File: config.mk
export PLATFORM = sky130hd
export DESIGN_NAME = regex_dispatch_collect_flat
export DESIGN_NICKNAME = d
export VERILOG_FILES = /design/src/rtl/regex_dispatch_collect_if.sv /design/src/rtl/regex_dispatch_collect.sv /design/src/flat_wrapper.sv
export SDC_FILE = /design/constraint.sdc
export NUM_CORES = 2
export LEC_CHECK = 0
export ABC_AREA = 1
export BUFFER_PORTS_ARGS = -buffer_cell sky130_fd_sc_hd__buf_2
export CORE_AREA = 3 3 629 631
export CTS_CLUSTER_DIAMETER = 120
export CTS_CLUSTER_SIZE = 14
export DETAILED_ROUTE_END_ITERATION = 10
export DIE_AREA = 0 0 632 634
export SLEW_MARGIN = 40
export SYNTH_ARGS = -nofsm -noshare
export SYNTH_HDL_FRONTEND = slang
export SYNTH_SLANG_ARGS = --single-unit
export TNS_END_PERCENT = 1
File: constraint.sdc
create_clock -name clk -period 36.8 [get_ports clk]
set_clock_uncertainty 0.05 [all_clocks]
set_input_delay 1.84 -clock clk [delete_from_list [all_inputs] [get_ports clk]]
set_output_delay 1.84 -clock clk [all_outputs]
set_load 0.02 [all_outputs]
File: src/rtl/regex_dispatch_collect_if.sv
// Bus bundle between the dispatch/collect block and its neighbours.
// Handshake rule for every valid/ready pair here: a transfer happens on a
// rising clk edge where valid and ready are both 1; a source holds valid and
// its payload stable until that edge, and ready may depend combinationally
// on valid-independent state only.
interface regex_dispatch_collect_if #(
    parameter int DATA_WIDTH  = 512,
    parameter int NUM_ENGINES = 16,
    parameter int ENG_BITS    = 4
);
    // job word stream
    logic [DATA_WIDTH-1:0]  in_data;
    logic                   in_valid;
    logic                   in_last;
    logic                   in_ready;
    // configuration word stream
    logic [DATA_WIDTH-1:0]  cfg_data;
    logic                   cfg_valid;
    logic                   cfg_ready;
    // dispatch bus to the engines
    logic [DATA_WIDTH-1:0]  eng_data;
    logic                   eng_is_cfg;
    logic [NUM_ENGINES-1:0] eng_valid;
    logic [NUM_ENGINES-1:0] eng_ready;
    // per-engine result return
    logic [NUM_ENGINES-1:0] res_match;
    logic [NUM_ENGINES-1:0] res_valid;
    logic [NUM_ENGINES-1:0] res_ready;
    // in-order result stream
    logic                   found_match;
    logic                   found_valid;
    logic [ENG_BITS-1:0]    found_engine;
    logic                   found_ready;
    // control and status
    logic                   mode_reset;
    logic                   idle;
    logic                   mode_dbg;   // 0 = CONFIG, 1 = SCAN

    modport slave (
        input  in_data, in_valid, in_last, cfg_data, cfg_valid, eng_ready,
               res_match, res_valid, found_ready, mode_reset,
        output in_ready, cfg_ready, eng_data, eng_is_cfg, eng_valid, res_ready,
               found_match, found_valid, found_engine, idle, mode_dbg
    );

    modport master (
        output in_data, in_valid, in_last, cfg_data, cfg_valid, eng_ready,
               res_match, res_valid, found_ready, mode_reset,
        input  in_ready, cfg_ready, eng_data, eng_is_cfg, eng_valid, res_ready,
               found_match, found_valid, found_engine, idle, mode_dbg
    );
endinterface

File: src/rtl/regex_dispatch_collect.sv
// Regex engine dispatcher and in-order result collector.
// CONFIG mode deals config words round-robin (or broadcast, which enters
// SCAN); SCAN mode deals jobs round-robin with a per-engine credit limit and
// returns results strictly in dispatch order.
module regex_dispatch_collect #(
    parameter int DATA_WIDTH      = 512,
    parameter int NUM_ENGINES     = 16,
    parameter int ENG_BITS        = 4,
    parameter int MAX_OUTSTANDING = 2
) (
    input logic                     clk,
    input logic                     rst,
    regex_dispatch_collect_if.slave bus
);
    localparam int CNT_W = $clog2(MAX_OUTSTANDING + 1);

    typedef enum logic {
        MODE_CONFIG = 1'b0,
        MODE_SCAN   = 1'b1
    } mode_t;

    mode_t                  mode;
    logic                   pending;
    logic [ENG_BITS-1:0]    cfg_ptr;
    logic [ENG_BITS-1:0]    in_ptr;
    logic [ENG_BITS-1:0]    out_ptr;
    logic [CNT_W-1:0]       outstanding [NUM_ENGINES];

    logic [NUM_ENGINES-1:0] eng_valid_q;
    logic [DATA_WIDTH-1:0]  eng_data_q;
    logic                   eng_is_cfg_q;

    logic                   stage_free;
    logic                   any_outstanding;
    logic                   idle_w;
    logic                   cfg_ready_w;
    logic                   in_ready_w;
    logic                   cfg_hs;
    logic                   cfg_bcast;
    logic                   in_hs;
    logic                   job_done;
    logic                   found_valid_w;
    logic                   found_hs;
    logic                   go_config;
    logic [NUM_ENGINES-1:0] cnt_inc;
    logic [NUM_ENGINES-1:0] cnt_dec;

    function automatic logic [ENG_BITS-1:0] next_ptr(input logic [ENG_BITS-1:0] p);
        return (p == ENG_BITS'(NUM_ENGINES - 1)) ? '0 : p + ENG_BITS'(1);
    endfunction

    // Stage is free when every engine with a pending word takes it this cycle.
    assign stage_free = &(~eng_valid_q | bus.eng_ready);

    // Any engine still owing a result.
    always_comb begin
        any_outstanding = 1'b0;
        for (int i = 0; i < NUM_ENGINES; i++) begin
            if (outstanding[i] != '0) any_outstanding = 1'b1;
        end
    end

    assign idle_w      = !any_outstanding && (eng_valid_q == '0);
    assign cfg_ready_w = (mode == MODE_CONFIG) && stage_free;
    assign in_ready_w  = (mode == MODE_SCAN) && stage_free && !pending &&
                         (outstanding[in_ptr] < CNT_W'(MAX_OUTSTANDING));

    assign cfg_hs    = bus.cfg_valid && cfg_ready_w;
    assign cfg_bcast = bus.cfg_data[DATA_WIDTH-1];
    assign in_hs     = bus.in_valid && in_ready_w;
    assign job_done  = in_hs && bus.in_last;

    assign found_valid_w = bus.res_valid[out_ptr];
    assign found_hs      = found_valid_w && bus.found_ready;
    assign go_config     = pending && idle_w;

    // Per-engine credit events; a decrement at zero is dropped.
    always_comb begin
        cnt_inc = '0;
        cnt_dec = '0;
        for (int i = 0; i < NUM_ENGINES; i++) begin
            cnt_inc[i] = job_done && (in_ptr == ENG_BITS'(i));
            cnt_dec[i] = found_hs && (out_ptr == ENG_BITS'(i)) && (outstanding[i] != '0);
        end
    end

    // Mode FSM, deferred mode return and the three round-robin pointers.
    always_ff @(posedge clk or posedge rst) begin
        if (rst) begin
            mode    <= MODE_CONFIG;
            pending <= 1'b0;
            cfg_ptr <= '0;
            in_ptr  <= '0;
            out_ptr <= '0;
        end else if (go_config) begin
            mode    <= MODE_CONFIG;
            pending <= 1'b0;
            cfg_ptr <= '0;
            in_ptr  <= '0;
            out_ptr <= '0;
        end else begin
            if (bus.mode_reset && (mode == MODE_SCAN)) pending <= 1'b1;
            case (mode)
                MODE_CONFIG: begin
                    if (cfg_hs) begin
                        if (cfg_bcast) begin
                            cfg_ptr <= '0;
                            mode    <= MODE_SCAN;
                        end else begin
                            cfg_ptr <= next_ptr(cfg_ptr);
                        end
                    end
                end
                MODE_SCAN: begin
                    if (job_done) in_ptr <= next_ptr(in_ptr);
                end
                default: mode <= MODE_CONFIG;
            endcase
            if (found_hs) out_ptr <= next_ptr(out_ptr);
        end
    end

    // Outstanding-job counters; a simultaneous inc and dec cancel out.
    always_ff @(posedge clk or posedge rst) begin
        if (rst) begin
            for (int i = 0; i < NUM_ENGINES; i++) outstanding[i] <= '0;
        end else begin
            for (int i = 0; i < NUM_ENGINES; i++) begin
                if (cnt_inc[i] && !cnt_dec[i])
                    outstanding[i] <= outstanding[i] + CNT_W'(1);
                else if (cnt_dec[i] && !cnt_inc[i])
                    outstanding[i] <= outstanding[i] - CNT_W'(1);
            end
        end
    end

    // Dispatch register: load on a handshake, otherwise drain bits as engines take them.
    always_ff @(posedge clk or posedge rst) begin
        if (rst) begin
            eng_valid_q  <= '0;
            eng_data_q   <= '0;
            eng_is_cfg_q <= 1'b0;
        end else if (cfg_hs) begin
            eng_data_q   <= bus.cfg_data;
            eng_is_cfg_q <= 1'b1;
            eng_valid_q  <= cfg_bcast ? '1 : (NUM_ENGINES'(1) << cfg_ptr);
        end else if (in_hs) begin
            eng_data_q   <= bus.in_data;
            eng_is_cfg_q <= 1'b0;
            eng_valid_q  <= NUM_ENGINES'(1) << in_ptr;
        end else begin
            eng_valid_q  <= eng_valid_q & ~bus.eng_ready;
        end
    end

    assign bus.in_ready     = in_ready_w;
    assign bus.cfg_ready    = cfg_ready_w;
    assign bus.eng_data     = eng_data_q;
    assign bus.eng_is_cfg   = eng_is_cfg_q;
    assign bus.eng_valid    = eng_valid_q;
    assign bus.res_ready    = (NUM_ENGINES'(1) << out_ptr) & {NUM_ENGINES{bus.found_ready}};
    assign bus.found_valid  = found_valid_w;
    assign bus.found_match  = bus.res_match[out_ptr];
    assign bus.found_engine = out_ptr;
    assign bus.idle         = idle_w;
    assign bus.mode_dbg     = (mode == MODE_SCAN);
endmodule
File: src/flat_wrapper.sv
// flat-port wrapper written by rule: the top's interface ports become plain ports
module regex_dispatch_collect_flat 
#(
    parameter int DATA_WIDTH      = 512,
    parameter int NUM_ENGINES     = 16,
    parameter int ENG_BITS        = 4,
    parameter int MAX_OUTSTANDING = 2
)
  (clk, rst, bus_in_data, bus_in_valid, bus_in_last, bus_cfg_data, bus_cfg_valid, bus_eng_ready, bus_res_match, bus_res_valid, bus_found_ready, bus_mode_reset, bus_in_ready, bus_cfg_ready, bus_eng_data, bus_eng_is_cfg, bus_eng_valid, bus_res_ready, bus_found_match, bus_found_valid, bus_found_engine, bus_idle, bus_mode_dbg);
  regex_dispatch_collect_if #(.DATA_WIDTH(DATA_WIDTH), .NUM_ENGINES(NUM_ENGINES), .ENG_BITS(ENG_BITS)) bus_i ();
  input logic clk;
  input logic rst;
  input wire logic [$bits(bus_i.in_data)-1:0] bus_in_data;
  input wire logic [$bits(bus_i.in_valid)-1:0] bus_in_valid;
  input wire logic [$bits(bus_i.in_last)-1:0] bus_in_last;
  input wire logic [$bits(bus_i.cfg_data)-1:0] bus_cfg_data;
  input wire logic [$bits(bus_i.cfg_valid)-1:0] bus_cfg_valid;
  input wire logic [$bits(bus_i.eng_ready)-1:0] bus_eng_ready;
  input wire logic [$bits(bus_i.res_match)-1:0] bus_res_match;
  input wire logic [$bits(bus_i.res_valid)-1:0] bus_res_valid;
  input wire logic [$bits(bus_i.found_ready)-1:0] bus_found_ready;
  input wire logic [$bits(bus_i.mode_reset)-1:0] bus_mode_reset;
  output wire logic [$bits(bus_i.in_ready)-1:0] bus_in_ready;
  output wire logic [$bits(bus_i.cfg_ready)-1:0] bus_cfg_ready;
  output wire logic [$bits(bus_i.eng_data)-1:0] bus_eng_data;
  output wire logic [$bits(bus_i.eng_is_cfg)-1:0] bus_eng_is_cfg;
  output wire logic [$bits(bus_i.eng_valid)-1:0] bus_eng_valid;
  output wire logic [$bits(bus_i.res_ready)-1:0] bus_res_ready;
  output wire logic [$bits(bus_i.found_match)-1:0] bus_found_match;
  output wire logic [$bits(bus_i.found_valid)-1:0] bus_found_valid;
  output wire logic [$bits(bus_i.found_engine)-1:0] bus_found_engine;
  output wire logic [$bits(bus_i.idle)-1:0] bus_idle;
  output wire logic [$bits(bus_i.mode_dbg)-1:0] bus_mode_dbg;
  assign bus_i.in_data = bus_in_data;
  assign bus_i.in_valid = bus_in_valid;
  assign bus_i.in_last = bus_in_last;
  assign bus_i.cfg_data = bus_cfg_data;
  assign bus_i.cfg_valid = bus_cfg_valid;
  assign bus_i.eng_ready = bus_eng_ready;
  assign bus_i.res_match = bus_res_match;
  assign bus_i.res_valid = bus_res_valid;
  assign bus_i.found_ready = bus_found_ready;
  assign bus_i.mode_reset = bus_mode_reset;
  assign bus_in_ready = bus_i.in_ready;
  assign bus_cfg_ready = bus_i.cfg_ready;
  assign bus_eng_data = bus_i.eng_data;
  assign bus_eng_is_cfg = bus_i.eng_is_cfg;
  assign bus_eng_valid = bus_i.eng_valid;
  assign bus_res_ready = bus_i.res_ready;
  assign bus_found_match = bus_i.found_match;
  assign bus_found_valid = bus_i.found_valid;
  assign bus_found_engine = bus_i.found_engine;
  assign bus_idle = bus_i.idle;
  assign bus_mode_dbg = bus_i.mode_dbg;
  regex_dispatch_collect #(.DATA_WIDTH(DATA_WIDTH), .NUM_ENGINES(NUM_ENGINES), .ENG_BITS(ENG_BITS), .MAX_OUTSTANDING(MAX_OUTSTANDING)) u_core (.clk(clk), .rst(rst), .bus(bus_i));
endmodule
==> flow_summary.ini <==
[place]
routabilityCongestion = 0.9325
portBuffers = 1633
hpwlAfterDp_um = 312800
pre_cts_slack_ns = 29.34

[setup_path]
crit_arrival_ns = 7.31
reg2reg_from = u_core.bus.eng_valid[4]
max_stage_delay_ns = 0.73
cp-start-kind = input port
rr_worst_depth = 13
cp-end-kind = flop
crit_type = input port to flop
slowest_stage = buf_4
reg2reg_slack_ns = 30.86
path_cells = buf_2 > inv_1 > nand2_1 > nand2_1 > nor2_1 > nand2_1 > nor2_1 > nand3_4 > nand2_8 > buf_4 > buf_4 > buf_4 > buf_6 > nand2_1 > nand2_1
cpMostUsedCell = nand2_1
cp_max_fo = 91
reg2reg_to = u_core.bus.eng_data[323]
worstPathRequired_ns = 37.43

[cts]
ctsResizeCount = 0
cts_tree = built
ctsHtreeMaxLevel = 2
ctsLongestPathBuffers = 3
cts-root-buf = clkbuf_16
cts_sinks = 575
cts.clk_slew.worst_paths_ns = 0.08
post_cts_buffers = 0
clock_latency_ns = 0.76
ctsHoldBuffers = 0
cts_buffers = 56

[yosys]
synth_top_cell_by_area = dfrtp_1
ys_seq_area_share_pct = 46.16
yosysUniqueCellTypes = 30
yosys.area.top_type_share_pct = 46.16
synth_top_cells_by_area = dfrtp_1 (46%), nand2_1 (32%), nand3_1 (9.3%)
postSynthAreaPerCell_um2 = 6.929
ys_warn_count = 0
netlist_area_um2 = 31170
syn-instance-count = 4499
syn-num-nets = 5612
synth-seq-cells = 575

[floorplanning]
core_um2 = 389700
die_h_um = 634
die-area_um2 = 400700
row_count = 229
ios = 1634
start_util_pct = 8.000
die_x_um = 632

[worst_hold_path]
worstHoldStart = u_core.outstanding[18]
whs_endpoint = u_core.outstanding[18]
hold_class = flop to flop
whs_path_depth = 1

[power]
p_per_area_nw_per_um2 = 36.49
clockPowerShare_pct = 35.5
p_seq_share_pct = 41.9
power.internal_mw = 1.098
power_switching_uw = 614.8
cellLeakagePower_nw = 26.24
p_comb_share_pct = 22.6
max-vdd-ir-drop_mv = 0.04108
p_sw_share_pct = 35.90

[timing]
final.period_utilization_pct = 18.14
setup_viol = 0
tightest_slew_ns = 0.9069
fin_ws_ns = 30.13
rsz0062_at_grt = no
setup_tns_ns = 0
finalCriticalPeriod_ns = 6.674
slew_headroom_pct = 39.54
timing.fmax_ghz = 0.1498
final_max_slew_viol_count = 0
hold_viol = 0

[grt]
grt_pass1_vias = 34910
antenna_found_initial = 507
grt_max_degree = 167
gr-total-overflow = 0
track_usage_pct = 16.83
grt_pass1_wl_um = 425400

[final_layout]
drive_gt1_share_pct = 29.78
syn_to_final_growth_pct = 50.58
fillerInstances = 45760
fin_nets = 7049

[drt]
drt_iter0_drc = 3460
wirelength_um = 353800
remaining_drc_errors = 0
via_per_inst = 3.418
wire_per_inst_um = 31.12
vias = 38870
drt-pass1-iter-count = 6
ant_nets = 0

[status]
status = finished, final reports clean

[run]
cap_violations = 0
cell usage in the layout (no fill, tap or decap), types with 9 or more instances in the layout:
| cell type | count |
|---|---|
| xnor2_1 | 16 |
| nor2_1 | 90 |
| clkbuf_16 | 56 |
| xor2_1 | 17 |
| o21ai_0 | 54 |
| inv_8 | 9 |
| nand3_1 | 576 |
| ha_1 | 34 |
| dfrtp_1 | 575 |
| buf_4 | 22 |
| nand4_1 | 16 |
| inv_1 | 87 |
| nor3_1 | 16 |
| buf_2 | 1633 |
| diode_2 | 218 |
| nand2_1 | 2672 |
| a21oi_1 | 19 |
| buf_6 | 11 |
cells by family after synthesis:
| family | share of synthesized area [%] |
|---|---|
| flip-flops | 46.16 |
| buffers and inverters | 6.871 |
| XOR/XNOR | 0.9271 |
| adder cells (fa/ha/maj) | 1.365 |
| AND/OR/NAND/NOR | 43.38 |
| AO/OA/AOI/OAI | 1.300 |
power groups by stage:
stage,clock (mW),combinational [mW],sequential [mW]
global placement,0,0.391,0.727
CTS,0.636,0.396,0.717
global route,0.650,0.425,0.724
floorplan,0,0.139,0.767
finish,0.608,0.387,0.717
detailed placement,0,0.394,0.728
synth_stat cells:
library cell	number
a211oi_1	1
o21ai_0	54
buf_4	20
buf_6	54
dfrtp_1	575
nand4_1	16
or2_2	1
xnor2_1	16
ha_1	34
clkinv_1	2
nand3_2	1
a21oi_1	19
o211ai_1	1
nand2_4	1
o22ai_1	4
nor2_2	3
nor3b_1	1
nor2_1	90
inv_2	6
clkbuf_1	68
buf_1	18
nor2_4	1
inv_1	88
buf_2	140
nor3_1	16
nand3_1	578
nand2_1	2672
nand3b_1	1
xor2_1	17
nor3_2	1
routing by layer:
layer / part of all wire, % / global-route usage (%) / wire length, µm
met5: 0.49 / 0.3465 / 1729
met4: 4.7 / 5.946 / 16600
met3: 13 / 9.414 / 45280
met2: 48 / 28.69 / 168300
met1: 34 / 17.23 / 122000
worst max path at each step:
stage | from | endpoint | slack [ns] | depth (start not counted)
global placement | bus_eng_ready[6] | u_core.bus.eng_data[423] | 29.18 | 15
global route | bus_eng_ready[6] | u_core.bus.eng_data[426] | 29.70 | 15
CTS | bus_eng_ready[6] | u_core.bus.eng_data[454] | 30.18 | 15
detailed placement | bus_eng_ready[6] | u_core.bus.eng_data[454] | 29.34 | 15
finish | bus_eng_ready[4] | u_core.bus.eng_data[323] | 30.13 | 15
floorplan | rst | u_core.bus.eng_data[0] | 18.82 | 1
worst max-delay path: cells and delay by family:
family | cells | cell delay, ns
buffers and inverters | 6 | 2.75
AND/OR/NAND/NOR | 9 | 2.33
cell type report:
cell class / count / area (µm²) / share of cell area, %
multi-input combinational: 3528 / 14680 / 31.27
inverter: 96 / 375.4 / 0.7997
clock buffer: 60 / 1446 / 3.081
clock inverter: 19 / 237.7 / 0.5065
sequential: 575 / 14390 / 30.65
timing repair buffer: 1679 / 8767 / 18.68
antenna: 218 / 545.5 / 1.162
tap: 5197 / 6502 / 13.85
per-stage QoR:
stage          cells  cell area [µm²]  hold WS [ns]  power, mW  util [%]
6_report       11370            46940        0.4184      1.713     12.05
5_1_grt        11320            46800        0.4369      1.799     12.01
4_1_cts        11150            46290        0.4194      1.749     11.88
3_5_place_dp   11070            44610        0.4033      1.123     11.45
3_3_place_gp   11070            44480        0.3999      1.118     11.41
2_1_floorplan   4499            31170        0.3875     0.9057         -
flip-flops by register name (all words and copies together) (netlist names):
register and count:
u_core.in_ptr 4, u_core.outstanding 32, u_core.pending 1, u_core.bus.eng_data 512, u_core.bus.eng_is_cfg 1, u_core.bus.mode_dbg 1, u_core.bus.found_engine 4, u_core.cfg_ptr 4
u_core.bus.eng_valid 16
(Power assumes the default switching activity.)
